--- src/rtl/alarm_ringer_if.sv ---
// Signal bundle between the alarm match logic and the buzzer ringer.
// The master side drives the timing strobes and buttons; the slave drives the buzzer and indicators.
interface alarm_ringer_if;
    logic EN1HZ;
    logic SIG2HZ;
    logic MATCH;
    logic ARM;
    logic STOP;
    logic SNOOZE;
    logic BUZZ;
    logic RINGING;
    logic SNOOZING;

    modport master (
        output EN1HZ, SIG2HZ, MATCH, ARM, STOP, SNOOZE,
        input  BUZZ, RINGING, SNOOZING
    );

    modport slave (
        input  EN1HZ, SIG2HZ, MATCH, ARM, STOP, SNOOZE,
        output BUZZ, RINGING, SNOOZING
    );
endinterface

--- src/rtl/alarm_ringer.sv ---
// Alarm ringer: rings the piezo buzzer when the alarm time matches.
// Supports timeout, stop, snooze with re-ring, and rings only once per matching minute.
module alarm_ringer #(
    parameter int TONE_DIV   = 12000,
    parameter int RING_SEC   = 60,
    parameter int SNOOZE_SEC = 300
) (
    input  logic           CLK,
    input  logic           RST,
    alarm_ringer_if.slave  bus
);

    localparam int DIV_W = (TONE_DIV > 2) ? $clog2(TONE_DIV) : 1;
    localparam logic [DIV_W-1:0] DIV_LAST  = DIV_W'(TONE_DIV - 1);
    localparam logic [9:0]       RING_LAST = 10'(RING_SEC - 1);
    localparam logic [9:0]       SNZ_LAST  = 10'(SNOOZE_SEC - 1);

    typedef enum logic [1:0] {
        IDLE,
        RING,
        SNZ,
        DONE
    } state_t;

    state_t           state;
    state_t           nextState;
    logic [9:0]       secCnt;
    logic [9:0]       nextSec;
    logic [DIV_W-1:0] divCnt;
    logic             toneReg;

    // DONE waits for MATCH to drop so the same matching minute cannot re-trigger.
    always_comb begin
        nextState = state;
        nextSec   = secCnt;
        case (state)
            IDLE: begin
                if (bus.ARM && bus.MATCH) begin
                    nextState = RING;
                end
            end
            RING: begin
                if (bus.STOP || !bus.ARM) begin
                    nextState = DONE;
                end else if (bus.SNOOZE) begin
                    nextState = SNZ;
                end else if (bus.EN1HZ) begin
                    if (secCnt == RING_LAST) begin
                        nextState = DONE;
                    end else begin
                        nextSec = secCnt + 10'd1;
                    end
                end
            end
            SNZ: begin
                if (bus.STOP || !bus.ARM) begin
                    nextState = DONE;
                end else if (bus.EN1HZ) begin
                    if (secCnt == SNZ_LAST) begin
                        nextState = RING;
                    end else begin
                        nextSec = secCnt + 10'd1;
                    end
                end
            end
            DONE: begin
                if (!bus.MATCH) begin
                    nextState = IDLE;
                end
            end
            default: nextState = IDLE;
        endcase
        if (nextState != state) begin
            nextSec = '0;
        end
    end

    always_ff @(posedge CLK or posedge RST) begin
        if (RST) begin
            state        <= IDLE;
            secCnt       <= '0;
            divCnt       <= '0;
            toneReg      <= 1'b0;
            bus.BUZZ     <= 1'b0;
            bus.RINGING  <= 1'b0;
            bus.SNOOZING <= 1'b0;
        end else begin
            state        <= nextState;
            secCnt       <= nextSec;
            bus.RINGING  <= (nextState == RING);
            bus.SNOOZING <= (nextState == SNZ);
            bus.BUZZ     <= toneReg && bus.SIG2HZ && (state == RING);
            // Tone generator restarts from a known phase on every entry into RING.
            if ((state == RING) && (nextState == RING)) begin
                if (divCnt == DIV_LAST) begin
                    divCnt  <= '0;
                    toneReg <= ~toneReg;
                end else begin
                    divCnt <= divCnt + 1'b1;
                end
            end else begin
                divCnt  <= '0;
                toneReg <= 1'b0;
            end
        end
    end

endmodule

--- src/flat_wrapper.sv ---
// flat-port wrapper written by rule: the top's interface ports become plain ports
module alarm_ringer_flat 
#(
    parameter int TONE_DIV   = 12000,
    parameter int RING_SEC   = 60,
    parameter int SNOOZE_SEC = 300
)
  (CLK, RST, bus_EN1HZ, bus_SIG2HZ, bus_MATCH, bus_ARM, bus_STOP, bus_SNOOZE, bus_BUZZ, bus_RINGING, bus_SNOOZING);
  alarm_ringer_if bus_i ();
  input  logic CLK;
  input  logic RST;
  input wire logic [$bits(bus_i.EN1HZ)-1:0] bus_EN1HZ;
  input wire logic [$bits(bus_i.SIG2HZ)-1:0] bus_SIG2HZ;
  input wire logic [$bits(bus_i.MATCH)-1:0] bus_MATCH;
  input wire logic [$bits(bus_i.ARM)-1:0] bus_ARM;
  input wire logic [$bits(bus_i.STOP)-1:0] bus_STOP;
  input wire logic [$bits(bus_i.SNOOZE)-1:0] bus_SNOOZE;
  output wire logic [$bits(bus_i.BUZZ)-1:0] bus_BUZZ;
  output wire logic [$bits(bus_i.RINGING)-1:0] bus_RINGING;
  output wire logic [$bits(bus_i.SNOOZING)-1:0] bus_SNOOZING;
  assign bus_i.EN1HZ = bus_EN1HZ;
  assign bus_i.SIG2HZ = bus_SIG2HZ;
  assign bus_i.MATCH = bus_MATCH;
  assign bus_i.ARM = bus_ARM;
  assign bus_i.STOP = bus_STOP;
  assign bus_i.SNOOZE = bus_SNOOZE;
  assign bus_BUZZ = bus_i.BUZZ;
  assign bus_RINGING = bus_i.RINGING;
  assign bus_SNOOZING = bus_i.SNOOZING;
  alarm_ringer #(.TONE_DIV(TONE_DIV), .RING_SEC(RING_SEC), .SNOOZE_SEC(SNOOZE_SEC)) u_core (.CLK(CLK), .RST(RST), .bus(bus_i));
endmodule
--- config.mk ---
export PLATFORM = sky130hd
export DESIGN_NAME = alarm_ringer_flat
export DESIGN_NICKNAME = d
export VERILOG_FILES = /design/src/rtl/alarm_ringer_if.sv /design/src/rtl/alarm_ringer.sv /design/src/flat_wrapper.sv
export SDC_FILE = /design/constraint.sdc
export NUM_CORES = 1
export LEC_CHECK = 0
export CORE_MARGIN = 3
export CORE_UTILIZATION = 50
export CTS_BUF_LIST = sky130_fd_sc_hd__clkbuf_4 sky130_fd_sc_hd__clkbuf_8 sky130_fd_sc_hd__clkbuf_16
export DETAILED_ROUTE_END_ITERATION = 7
export PLACE_DENSITY = 0.69
export SLEW_MARGIN = 10
export SYNTH_ARGS = -nofsm -noshare
export SYNTH_HDL_FRONTEND = slang
export SYNTH_SLANG_ARGS = --single-unit
--- constraint.sdc ---
create_clock -name CLK -period 3.1 [get_ports CLK]
set_input_delay 0.93 -clock CLK [delete_from_list [all_inputs] [get_ports CLK]]
set_output_delay 0.93 -clock CLK [all_outputs]
set_load 0.01 [all_outputs]
==> results of run 1 <==
metrics by stage:
| step | total power [mW] | instance area (sq um) | hold WS, ps | TNS, ps |
|---|---|---|---|---|
| floorplan | 1.052 | 1809 | 460.2 | 0 |
| global placement | 1.242 | 1993 | 481.3 | 0 |
| detailed placement | 1.278 | 1993 | 484.0 | -17.07 |
| CTS | 1.567 | 2072 | 501.5 | 0 |
| global route | 1.675 | 2072 | 516.7 | 0 |
| finish | 1.567 | 2072 | 505.6 | 0 |
how the worst max path moves through the flow:
stage	from	endpoint	slack, ps	depth (start not counted)
global route	u_core.state[1]$_DFF_PP0_	u_core.divCnt[13]$_DFF_PP0_	300	9
CTS	bus_SNOOZE	u_core.divCnt[0]$_DFF_PP0_	370	7
floorplan	bus_SNOOZE	u_core.divCnt[11]$_DFF_PP0_	640	6
global placement	bus_SNOOZE	u_core.divCnt[0]$_DFF_PP0_	80	7
finish	bus_SNOOZE	u_core.divCnt[0]$_DFF_PP0_	380	7
detailed placement	bus_SNOOZE	u_core.divCnt[0]$_DFF_PP0_	-20	7
state kept, by name (all words and copies together), names as in the netlist:
name / count
u_core.bus.SNOOZING: 1
u_core.toneReg: 1
u_core.bus.BUZZ: 1
u_core.bus.RINGING: 1
u_core.state: 2
u_core.secCnt: 10
u_core.divCnt: 14
cells in the mapped netlist, drive strengths merged:
library cell | instances | area share, %
dfrtp | 30 | 41
nor2 | 26 | 5.4
nand2 | 17 | 3.5
xnor2 | 15 | 7.3
nor3 | 13 | 3.9
nand3 | 10 | 2.8
xor2 | 7 | 3.4
ha | 6 | 4.1
inv | 6 | 1.2
nand4 | 6 | 2.1
a21oi | 5 | 1.4
nand2b | 4 | 1.4
nand3b | 4 | 1.7
and3 | 3 | 1.0
clkbuf | 3 | 0.62
a2111oi | 2 | 0.97
a211o | 2 | 0.97
a211oi | 2 | 0.83
a21boi | 2 | 0.83
buf | 2 | 1.1
nor2b | 2 | 0.69
nor3b | 2 | 0.83
nor4 | 2 | 0.69
o311ai | 2 | 2.9
o31a | 2 | 1.0
or3 | 2 | 0.97
or4 | 2 | 1.0
a21o | 1 | 0.42
a31oi | 1 | 0.35
a32oi | 1 | 0.48
and2 | 1 | 0.35
and4 | 1 | 0.48
nor4b | 1 | 0.48
nor4bb | 1 | 0.55
o21ai | 1 | 0.28
o32ai | 1 | 0.48
or2 | 1 | 0.35
or3b | 1 | 0.48
or4b | 1 | 0.55
or4bb | 1 | 0.62
cell families (layout without fill, tap and decap cells):
group | count (synthesis) | after routing | synth area share, %
flip-flops | 30 | 30 | 41.49
buffers and inverters | 11 | 30 | 2.973
XOR/XNOR | 22 | 22 | 10.65
AO/OA/AOI/OAI | 22 | 22 | 10.93
AND/OR/NAND/NOR | 101 | 101 | 29.81
adder cells (fa/ha/maj) | 6 | 6 | 4.149
final cells by class:
cell class / count / area (sq um) / share of cell area [%]
clock buffer: 8 / 78.83 / 3.804
inverter: 6 / 22.52 / 1.087
multi-input combinational: 151 / 1005 / 48.49
sequential: 30 / 750.7 / 36.23
tap: 46 / 57.56 / 2.778
timing repair buffer: 16 / 157.7 / 7.609
power groups by stage:
stage / sequential (mW) / clock [mW] / combinational [mW]
floorplan: 0.476 / 0 / 0.576
global placement: 0.478 / 0 / 0.764
detailed placement: 0.480 / 0 / 0.797
CTS: 0.472 / 0.296 / 0.798
global route: 0.479 / 0.318 / 0.879
finish: 0.473 / 0.289 / 0.805
metal layers:
metal | global-route usage [%] | wire length [um] | share of wire [%] | vias up
li1 | - | - | - | 720
met1 | 23.73 | 1670 | 45 | 702
met2 | 32.22 | 1829 | 49 | 24
met3 | 5.782 | 142 | 3.8 | 9
met4 | 10.41 | 96 | 2.6 | 0
met5 | 0 | 0 | 0 | -
==> impl_metrics.json, run 1 <==
{
  "power_switching_mw": 0.6484,
  "diodes": 0,
  "htreeDepth": 2,
  "cp-end-kind": "register",
  "seqPwrFrac_pct": 30.2,
  "synth_seq_cells": 30,
  "swShare_pct": 41.36,
  "nets": 224,
  "final_common_cell": "dfrtp_1",
  "netlist_area_sq_mm": 0.001809,
  "cp_slowest_stage_delay_ps": 480,
  "cts_hold_buf": 0,
  "worstPathArrival_ps": 2970,
  "max-vdd-ir-drop_uv": 341.7,
  "worst_pin_slew_ps": 596.1,
  "path_delay_family": "compound AO/OA/AOI/OAI gates",
  "clock-root-buffer": "clkbuf_4",
  "stdcell_count": 257,
  "pin_count": 11,
  "clkSinkCount": 30,
  "drive_above_1_share_pct": 10.90,
  "grt_use_total_pct": 19.90,
  "num-fill-cells": 324,
  "skew_ps": 11.22,
  "layout_setup_ws_ps": 380.4,
  "die_h_um": 66.16,
  "combinationalPowerShare_pct": 51.4,
  "reg2reg_from": "u_core.state[1]$_DFF_PP0_",
  "postCtsSetupBuffers": 0,
  "final_hold_viol_count": 0,
  "die_w_um": 66.16,
  "wire_per_inst_um": 14.54,
  "p_per_area_mw_per_mm2": 756.5,
  "drtIter0Drc": 141,
  "rrSetupSlack_ps": 430,
  "drc": 0,
  "cts_tree": "done",
  "syn_nets": 206,
  "dp.cells": 249,
  "ant_nets": 0,
  "hold_class": "register to register",
  "rows": 21,
  "hold_start": "u_core.divCnt[0]$_DFF_PP0_",
  "worst_path_max_delay_cell": "or4bb_1",
  "routed_via_density": 5.661,
  "gp_congestion": 0.9569,
  "area_delta_synth_final_pct": 14.52,
  "ys_warn_count": 0,
  "yosysUniqueCellTypes": 45,
  "fin_crit_sh_pct": 87.73,
  "status": "finished clean",
  "grt_pass1_wl_um": 6679,
  "firstDrtPassIters": 4,
  "die-area_sq_mm": 0.004376,
  "cp_max_fo": 16,
  "crit_type": "input pin to register",
  "utilization_pct": 60.66,
  "clk_latency_ps": 340,
  "core_area_sq_mm": 0.003416,
  "crit_chain": "clkdlybuf4s50_1 > or4bb_1 > a211o_1 > a21oi_1 > o311ai_4 > buf_12 > nor4bb_1",
  "syn_area_per_cell_sq_um": 9.423,
  "drv_slew": 0,
  "detailed_place_hpwl_um": 2726,
  "ys_seq_area_share_pct": 41.49,
  "rsz0062_at_grt": "false",
  "port_buffers": 10,
  "cts_resized": 0,
  "reg2reg_depth": 9,
  "clock_path_buffers": 2,
  "cp.required_ps": 3350,
  "vias": 1455,
  "hold-path-cell-count": 1,
  "overflow": 0,
  "pre_cts_ws_ps": -17.07,
  "min_period_ps": 2720,
  "grt_start_max_net_pins": 31,
  "routed_wl_um": 3738,
  "crit_path_start_kind": "input pin",
  "worst-path-buf-inv": 2,
  "clk_pin_slew_ps": 90,
  "hold-path-endpoint": "u_core.divCnt[0]$_DFF_PP0_",
  "power.share.clock_pct": 18.5,
  "initial_core_util_pct": 52.97,
  "fmax_mhz": 367.7,
  "intPower_mw": 0.9191,
  "grt_pass1_vias": 1521,
  "setup_viol": 0,
  "cts_made_buffers": 5,
  "p_leak_nw": 0.8365,
  "synthCells": 192,
  "final_cell_mix": "dfrtp_1 (30), nor2_1 (26), nand2_1 (17)",
  "r2r_end": "u_core.divCnt[7]$_DFF_PP0_",
  "maxCapViolCount": 0,
  "slew-limit-headroom_pct": 59.90,
  "antenna_found_initial": 0
}
(Power assumes the default switching activity.)
==> run 2: changes to the inputs <==
Settings changed: ABC_CLOCK_PERIOD_IN_PS set to 3100, SETUP_SLACK_MARGIN set to 0.02.
==> results of run 2 <==
No change in the layout: final DEF, timing and power equal those of run 1.
